[src/rtl/uart_tx_fifo.sv]
// Byte FIFO plus launch sequencer feeding the UART bit serializer.
// Bytes queue from the bus side. One byte is launched per frame, and only
// while the sender reports idle. Each frame is tracked until the sender
// returns to idle.
module uart_tx_fifo #(
  parameter int DEPTH = 16,
  parameter int AW    = 4
) (
  input  logic          sysclk,
  input  logic          reset,
  input  logic          wr_en,
  input  logic [7:0]    wr_data,
  input  logic          clr_ovf,
  input  logic          tx_status,
  output logic [7:0]    tx_data,
  output logic          tx_en,
  output logic [AW:0]   count,
  output logic          empty,
  output logic          full,
  output logic          overflow,
  output logic          busy,
  output logic          tx_done
);

  typedef enum logic [1:0] {
    S_IDLE,
    S_ARM,
    S_SEND
  } state_e;

  localparam logic [AW:0]   DEPTH_C = (AW+1)'(DEPTH);
  localparam logic [AW:0]   CNT_ONE = (AW+1)'(1);
  localparam logic [AW-1:0] PTR_ONE = AW'(1);

  state_e        state_q, state_d;
  logic [7:0]    mem_q [DEPTH];
  logic [AW-1:0] wr_ptr_q, wr_ptr_d;
  logic [AW-1:0] rd_ptr_q, rd_ptr_d;
  logic [AW:0]   count_q, count_d;
  logic [7:0]    tx_data_q, tx_data_d;
  logic          tx_en_q, tx_en_d;
  logic          ovf_q, ovf_d;
  logic          tx_done_q, tx_done_d;
  logic          pop, push;

  assign empty    = (count_q == '0);
  assign full     = (count_q == DEPTH_C);
  assign count    = count_q;
  assign tx_data  = tx_data_q;
  assign tx_en    = tx_en_q;
  assign overflow = ovf_q;
  assign busy     = (state_q != S_IDLE);
  assign tx_done  = tx_done_q;

  // Launch sequencer: pops and launches from IDLE, waits for the sender to go busy, then waits for it to finish.
  always_comb begin
    state_d   = state_q;
    tx_en_d   = 1'b0;
    tx_done_d = 1'b0;
    tx_data_d = tx_data_q;
    pop       = 1'b0;
    case (state_q)
      S_IDLE: begin
        if (!empty && tx_status) begin
          pop       = 1'b1;
          tx_en_d   = 1'b1;
          tx_data_d = mem_q[rd_ptr_q];
          state_d   = S_ARM;
        end
      end
      S_ARM: begin
        if (!tx_status) state_d = S_SEND;
      end
      S_SEND: begin
        if (tx_status) begin
          tx_done_d = 1'b1;
          state_d   = S_IDLE;
        end
      end
      default: state_d = S_IDLE;
    endcase
  end

  // FIFO bookkeeping: a pop in the same cycle frees room for a push even when full.
  always_comb begin
    push     = wr_en && (!full || pop);
    wr_ptr_d = push ? wr_ptr_q + PTR_ONE : wr_ptr_q;
    rd_ptr_d = pop  ? rd_ptr_q + PTR_ONE : rd_ptr_q;
    count_d  = count_q;
    if (push && !pop)      count_d = count_q + CNT_ONE;
    else if (pop && !push) count_d = count_q - CNT_ONE;
    ovf_d = ovf_q;
    if (clr_ovf)        ovf_d = 1'b0;
    if (wr_en && !push) ovf_d = 1'b1;
  end

  // Control and status registers with synchronous active-low reset.
  always_ff @(posedge sysclk) begin
    if (!reset) begin
      state_q   <= S_IDLE;
      wr_ptr_q  <= '0;
      rd_ptr_q  <= '0;
      count_q   <= '0;
      tx_data_q <= '0;
      tx_en_q   <= 1'b0;
      ovf_q     <= 1'b0;
      tx_done_q <= 1'b0;
    end else begin
      state_q   <= state_d;
      wr_ptr_q  <= wr_ptr_d;
      rd_ptr_q  <= rd_ptr_d;
      count_q   <= count_d;
      tx_data_q <= tx_data_d;
      tx_en_q   <= tx_en_d;
      ovf_q     <= ovf_d;
      tx_done_q <= tx_done_d;
    end
  end

  // Storage array; contents are not reset.
  always_ff @(posedge sysclk) begin
    if (push) mem_q[wr_ptr_q] <= wr_data;
  end

endmodule

[config.mk]
export PLATFORM = sky130hd
export DESIGN_NAME = uart_tx_fifo
export DESIGN_NICKNAME = d
export VERILOG_FILES = /design/src/rtl/uart_tx_fifo.sv
export SDC_FILE = /design/constraint.sdc
export NUM_CORES = 1
export LEC_CHECK = 0
export CAP_MARGIN = 20
export CORE_UTILIZATION = 50
export DETAILED_ROUTE_END_ITERATION = 10
export GPL_ROUTABILITY_DRIVEN = 0
export PLACE_DENSITY = 0.7
export SYNTH_ARGS = -nofsm -noshare
export SYNTH_HDL_FRONTEND = slang
export SYNTH_SLANG_ARGS = --single-unit
export TNS_END_PERCENT = 1
[constraint.sdc]
create_clock -name sysclk -period 3.4 [get_ports sysclk]
set_input_delay 0.68 -clock sysclk [delete_from_list [all_inputs] [get_ports sysclk]]
set_output_delay 0.68 -clock sysclk [all_outputs]
set_load 0.02 [all_outputs]
Word-level counts from Yosys, hierarchy flattened:

Memory sizes are Yosys's and may differ from the RTL's. A register that Yosys moved wholly into a read port is not among the register bits.
Index checks and enable logic that the tools add are counted.

* bits in registers: 18
* output and inout bits: 19
* bits in writable memories: 128
* word-level logic and storage cells: 50
* memories: 1
* latch bits: 0
* ROM bits: 0
* input port bits: 13

* div/mod/pow operators: 0
* add/sub/neg operators: 4
* multiply operators: 0
* bitwise gates (word level): 0
* shift-type cells: 0
* muxes and demuxes: 13
* reductions and logical operators: 19
* $lt $le $gt $ge: 0
* equal/unequal tests: 6

Memory list
* mem_q: words 16, width 8, rd ports 1, clocked after Yosys merged registers in 1, wr ports 1, line 36 `logic [7:0] mem_q [DEPTH];`

Operators by type and width (number)
* $mux 5: 2
* $add 4x1->4 const B: 2
* $mux 1: 7
* $mux 2: 3
* $ne 2x2->1 const B: 3
* $pmux 2 s3: 1
* $reduce_bool 2->1: 3
* $add 5x1->5 const B: 1
* $eq 5x5->1 const B: 1
* $logic_and 1x1->1: 5
* $logic_not 1->1: 5
* $logic_not 5->1: 1
* $sub 5x1->5 const B: 1
* $reduce_and 2->1: 2
* $reduce_and 3->1: 1
* $eq 2x1->1 const B: 1
* $eq 2x2->1 const B: 1
* $logic_not 2->1: 1
* $logic_or 1x1->1: 1

Depth between registers and ports, before layout:

Gate-level depths: netlist of run 1.

* word-level depth: 11
* mapped depth: 13
* mapped depth without buffers: 11

Worst setup path before layout of run 1:

Ideal clock, no wire load.

* path type: input to register
* start point: input tx_status
* end point: register count_q[4] (netlist: count[4])
* setup time: 0.072 ns
* stages on the path: 12
* path buffers: 2
* required time: 3.328 ns
* arrival time: 2.946 ns
* path slack: 0.382 ns
* path through: or3b_4 -> a21oi_2 -> buf_2 -> buf_4 -> inv_1 -> ha_1 -> inv_1 -> ha_1 -> a21o_1 -> a21oi_1 -> mux2i_1 -> mux2i_1

* word-level cells in the longest chain between the ends: 8
* elaborated cells between the ends (all ways): 11
* those cells by class: mux: 3; reduce/logical: 8

Ends and longest elaborated chain
* start: declaration: line 14 `input logic tx_status,`
* $logic_and 1x1->1 (*): line 64 `if (!empty && tx_status) begin`
* $mux 1 (*): line 64
* $mux 1 (*)
* $logic_or 1x1->1: line 86 `push = wr_en && (!full || pop);`
* $logic_and 1x1->1: line 86
* $logic_not 1->1: line 91 `else if (pop && !push) count_d = count_q - CNT_ONE;`
* $logic_and 1x1->1: line 91
* $reduce_bool 2->1 (no source line)
* end signal: assignment: line 112 `count_q <= count_d;`
* end: declaration: line 39 `logic [AW:0] count_q, count_d;`

Mark *: on every way between the ends. The rest lies on a longest branch, timed or not.
A chain may end at the register's enable or synchronous reset.

Worst setup path in the final report of run 1:

Ends and elaborated chain as after synthesis.

==> results of run 1 <==
-- area by class of cell --
cell class / count / area (sq um)
clock buffers: 24 / 472
clock inverters: 8 / 119
fillers: 926 / 4640
inverters: 11 / 41.3
multi-input cells: 224 / 1690
flip-flops and latches: 154 / 4370
well taps: 147 / 184
repair buffers: 54 / 495
-- metrics by stage --
step | hold slack [ns] | instance area [sq um] | util, % | setup WS [ns] | instances
2_1_floorplan | 0.466 | 6190 | - | 0.382 | 409
3_3_place_gp | 0.471 | 6780 | 56.4 | 0.158 | 590
3_5_place_dp | 0.481 | 6780 | 56.4 | 0.0371 | 590
4_1_cts | 0.492 | 7370 | 61.3 | 0.449 | 622
5_1_grt | 0.523 | 7370 | 61.3 | 0.302 | 622
6_report | 0.492 | 7370 | 61.3 | 0.456 | 622
-- flip-flops by register name, summed over array words and instances (netlist names) --
register and cells:
state_q 2, wr_ptr_q 4, overflow 1, mem_q 128, tx_en 1, rd_ptr_q 4, count 5, tx_data 8
tx_done 1
-- per-layer routing --
metal	wire length [um]	vias to the layer above	part of all wire (%)
met5	0	-	0
met2	6140	67	49
met1	5650	1740	45
li1	-	1663	-
met3	536	13	4.3
met4	151	0	1.2
-- worst max path at each step --
stage               endpoint       from  slack (ns)  cells after the start
floorplan           count[4]  tx_status        0.38                     12
global placement    count[4]  tx_status        0.16                     10
detailed placement  count[4]  tx_status        0.04                     11
CTS                 count[4]  tx_status        0.45                     11
global route        count[4]  tx_status        0.30                     10
finish              count[4]  tx_status        0.46                     11
-- power by group --
part           leakage (nW)  total (W)  switching [W]  internal (W)
Sequential             1.37    0.00227       0.000104       0.00217
Clock                 0.292    0.00188       0.000690       0.00119
Combinational         0.741   0.000954       0.000539      0.000415
-- worst min-delay path, cell delays in order (launching register included) --
cell      delay [ns]
dfxtp_1         0.31
nand2b_1        0.06
a21boi_0        0.07
-- cells in the final DEF, fill, tap and decap left out, types with 2 or more instances in the layout --
master,n
nor4_1,8
xor2_1,4
nor3b_1,2
o22ai_1,32
xnor2_1,6
clkdlybuf4s50_1,31
dfxtp_1,25
nand2b_1,3
bufinv_16,3
o21ai_0,11
ha_1,10
nor2b_1,4
clkbuf_1,5
and2_1,11
clkinv_2,4
inv_1,11
nor3_1,4
clkbuf_16,17
clkbuf_8,2
buf_4,22
edfxtp_1,128
nor2_1,18
mux2i_1,67
nand2_1,14
nand4_1,2
nand3b_1,3
a21oi_1,11
nand3_1,3
-- Yosys cell counts, drive strengths merged, types with 6 or more instances --
library cell | count | area, sq um
a21oi | 12 | 63.8
and2 | 11 | 68.8
buf | 10 | 55.1
clkbuf | 10 | 37.5
dfxtp | 26 | 521
edfxtp | 128 | 3840
ha | 10 | 125
inv | 11 | 41.3
mux2i | 67 | 671
nand2 | 15 | 58.8
nor2 | 18 | 67.6
nor4 | 9 | 71.3
o21ai | 11 | 55.1
o22ai | 32 | 200
xnor2 | 6 | 52.6
-- cell families after synthesis --
logic type      synth area share, %
flops                          70.6
simple gates                   6.82
mux                            10.8
compound gates                 5.87
buf+inv                        2.16
fa+ha+maj                      2.35
xor+xnor                       1.42
==> impl_results.md, run 1 <==
* Status: finished, final reports clean
* I/O pin total at 32
* Crit path largest cell delay at 0.49 ns
* Routed wire per std cell at 20.1 um
* Fin. max-slew vios at 0
* Worst skew pair latency at 0.42 ns
* Max-cap violations at 0
* Met3 usage at 4.98%
* CP bufs+invs at 3
* HPWL Detailed at 8380 um
* Residual DRC at 0
* Maximum vdd drop at 379 uV
* Ys flop type: edfxtp_1
* CTS tree: done
* Fmax at roughly 340 MHz
* FF-to-FF setup slack at 0.84 ns
* Reg2reg end: count[4]
* Startpoint Class: primary input
* Layout cells sized above 1 at approximately an eighth
* Largest net degree at the start of global routing at 33
* I/O Buffers at 31
* Max_slew headroom at 52.3%
* Unrepaired setup endpoints after global routing: false
* Hold Crit Depth at 2
* Worst reg2reg startpoint: state_q[1]
* CP max stage cell: clkdlybuf4s50_1
* Row cnt at 40
* CP cell instances: clkdlybuf4s50_1, or3b_4, a21oi_2, inv_1, ha_1, inv_1, ha_1, a21o_1, a21oi_1, mux2i_1, mux2i_1
* Clk root buf: clkbuf_16
* Pwr dens at between 600 and 700 nW/um^2
* CTS Sinks at 154
* Antenna violations before repair at 0
* Worst-path clk slew at 0.06 ns
* Initial Util at around half
* Cell variety after synth at 35
* Final #Nets at 486
* CP delay by family, top: buffers and inverters
* First-pass GRT wire length at a little under 20000 um
* Asr flop ratio synth at 0%
* Critical path data arrival time at 3.29 ns
* Total GRT Usage at a little over a fifth
* Worst-margin pin slew at 0.714 ns
* CP required at approximately 3.8 ns
* Number of global-route vias before repair at 3467
* Routing usage on met1 at 27.5%
* Clock Skew at 0.00832 ns
* WS Path Type: in2reg
* Hold Crit Start: overflow
* Cts repair resizes at 0
* Clock Tree Buf Depth at 2
* Yosys warns at 0
* R2R cell count at 10
* Grt ovf at 0
* Post-Syn Area at 6190 sq um
* Number of routed nets with antenna violations at 0
* Worst min-delay path class: reg2reg
* Met2 usage at 34.7%
* Die Y at 113 um
* H-tree Lvls at 4
* Fin crit period at 2.94 ns
* Setup crit end kind: register
* WHS Endpoint: overflow
* Seq/Total Area, Yosys at 70.6%
* CORE AREA at 12000 sq um
* Fin Setup TNS at 0 ns
* Crit Path Max Fanout at 5
* Gate count of the mapped netlist at 409
* Cts-stage hold buffer count at 0
* Fin crit share at 86.6%
* DR vias/cell at approximately 5.6
* Antenna Cells at 0
* Synthesized area per cell at 15.1 sq um
* Net count after synthesis at 433
* EDFF count, synth at ~130
* Routed wire length at 12500 um
* Gr busiest metal: met2
* Area of the die at 12800 sq um
* Leakage at 2.40 nW
* Power Total at 0.00510 W
* Post-CTS setup buffer count at 0
* Die width at 113 um
* Vias at 3483
* CTS buffer count at 17
* Final hold viol count at 0
* First DRT Iteration DRCs at between 200 and 250
* TritonRoute pass-1 iters at 4
* Final Setup Violations at 0
* Synthesized flop and latch total at ~150
* Area Growth Syn to Fin at 19.1%
Power figures use the tool's default switching activity.
==> run 2, diff against run 1 <==
Settings changed: RECOVER_POWER set to 25.
==> run 2 against run 1 <==
Net effect: sequential share of layout area unchanged; die area unchanged; combinational power about the same; design area unchanged; non-clock buffer count unchanged; wire length about the same; critical endpoint unchanged.
==> impl_results.md, run 2 (same netlist as run 1, synthesis figures left out) <==
* Status: finished, final reports clean
* Routed wire per std cell at between 20 and 25 um
* Layout cells sized above 1 at between 10% and 20%
* Fmax at 340 MHz
* Fin crit period at 2.94 ns
* CTS Sinks at 154
* Residual DRC at 0
* Fin. max-slew vios at 0
* Grt ovf at 0
* CORE AREA at approximately 12000 sq um
* Setup crit end kind: register
* Pwr dens at 692 nW/um^2
* CP required at between 3 and 4 ns
* First DRT Iteration DRCs at 217
* Area Growth Syn to Fin at 19.1%
* Critical path data arrival time at 3.29 ns
* Leakage at 2.40 nW
* Crit Path Max Fanout at 5
* Cts-stage hold buffer count at 0
* Vias at 3479
* Total GRT Usage at a little over a fifth
* Antenna violations before repair at 0
* Power Total at 0.00510 W
* Filler Cell Count at 926
* Worst min-delay path class: reg2reg
* Post-CTS setup buffer count at 0
* Clock Tree Buf Depth at 2
* Fin crit share at 86.6%
* Die Y at 113 um
* Max reg flops at roughly 130
* Clk root buf: clkbuf_16
* First-pass GRT wire length at 19300 um
* Fin Setup TNS at 0 ns
* Final hold viol count at 0
* Worst-margin pin slew at around 0.71 ns
* Clock Skew at 0.00832 ns
* I/O Buffers at 31
* Worst-path clk slew at ~0.060 ns
* Final #Nets at roughly 500
* Commonest non-fill, non-tap cells in the layout: 128 x edfxtp_1, 67 x mux2i_1, 32 x o22ai_1
* Max-cap violations at 0
* CTS buffer count at 17
* Row cnt at 40
* TritonRoute pass-1 iters at 4
* DR vias/cell at 5.59
* Worst skew pair latency at 0.42 ns
* Biggest register: mem_q
* Number of routed nets with antenna violations at 0
* Routed wire length at roughly 12000 um
* HPWL Detailed at 8380 um
* Maximum vdd drop at 379 uV
* Cts repair resizes at 0
* Largest net degree at the start of global routing at 33
* Initial Util at around half
* WS Path Type: in2reg
* Unrepaired setup endpoints after global routing: false
* Antenna Cells at 0
* I/O pin total at 32
* Commonest non-fill, non-tap cell in the layout: edfxtp_1
* Max_slew headroom at 52.3%
* Area of the die at between 10000 and 15000 sq um
* Die width at 113 um
* Final Setup Violations at 0
* CTS tree: done
* Number of global-route vias before repair at 3467
* Startpoint Class: primary input
* H-tree Lvls at 4
[run 2: final cells by class]
class | count | area (sq um) | share of cell area (%)
sequential | 154 | 4370 | 59.3
multi-input combinational | 224 | 1690 | 22.9
inverter | 11 | 41.3 | 0.560
tap | 147 | 184 | 2.50
timing repair buffer | 54 | 495 | 6.73
clock buffer | 24 | 472 | 6.40
clock inverter | 8 | 119 | 1.61
[run 2: layer usage]
metal  global-route usage (%)  part of all wire (%)  vias up
met3                     4.98                   4.3       13
met2                     34.7                    49       69
met4                     7.11                   1.2        0
met5                        0                     0        -
met1                     27.5                    45     1734
li1                         -                     -     1663
[run 2: per-stage QoR]
stage | cell area, sq um | hold WS [ns] | setup slack [ns] | instances | util [%]
finish | 7370 | 0.492 | 0.456 | 622 | 61.3
detailed placement | 6780 | 0.481 | 0.0371 | 590 | 56.4
floorplan | 6190 | 0.466 | 0.382 | 409 | -
global route | 7370 | 0.523 | 0.302 | 622 | 61.3
global placement | 6780 | 0.471 | 0.158 | 590 | 56.4
CTS | 7370 | 0.492 | 0.449 | 622 | 61.3
[run 2: final timing paths]
check              from       end  cells past startpoint  slack (ns)
max           tx_status  count[4]                     11        0.46
min            overflow  overflow                      2        0.49
max reg2reg  state_q[1]  count[4]                     10        0.84
min reg2reg    overflow  overflow                      2        0.49
[run 2: critical path, cell delays in order]
cell and delay (ns):
clkdlybuf4s50_1 0.49, or3b_4 0.43, a21oi_2 0.14, inv_1 0.06
ha_1 0.23, inv_1 0.15, ha_1 0.28, a21o_1 0.18
a21oi_1 0.21, mux2i_1 0.26, mux2i_1 0.19
[run 2: power by group]
group / switching (W) / total (W) / internal, W
logic: 0.000539 / 0.000953 / 0.000414
clock network: 0.000689 / 0.00188 / 0.00119
registers: 0.000104 / 0.00227 / 0.00216
total: 0.00133 / 0.00510 / 0.00377
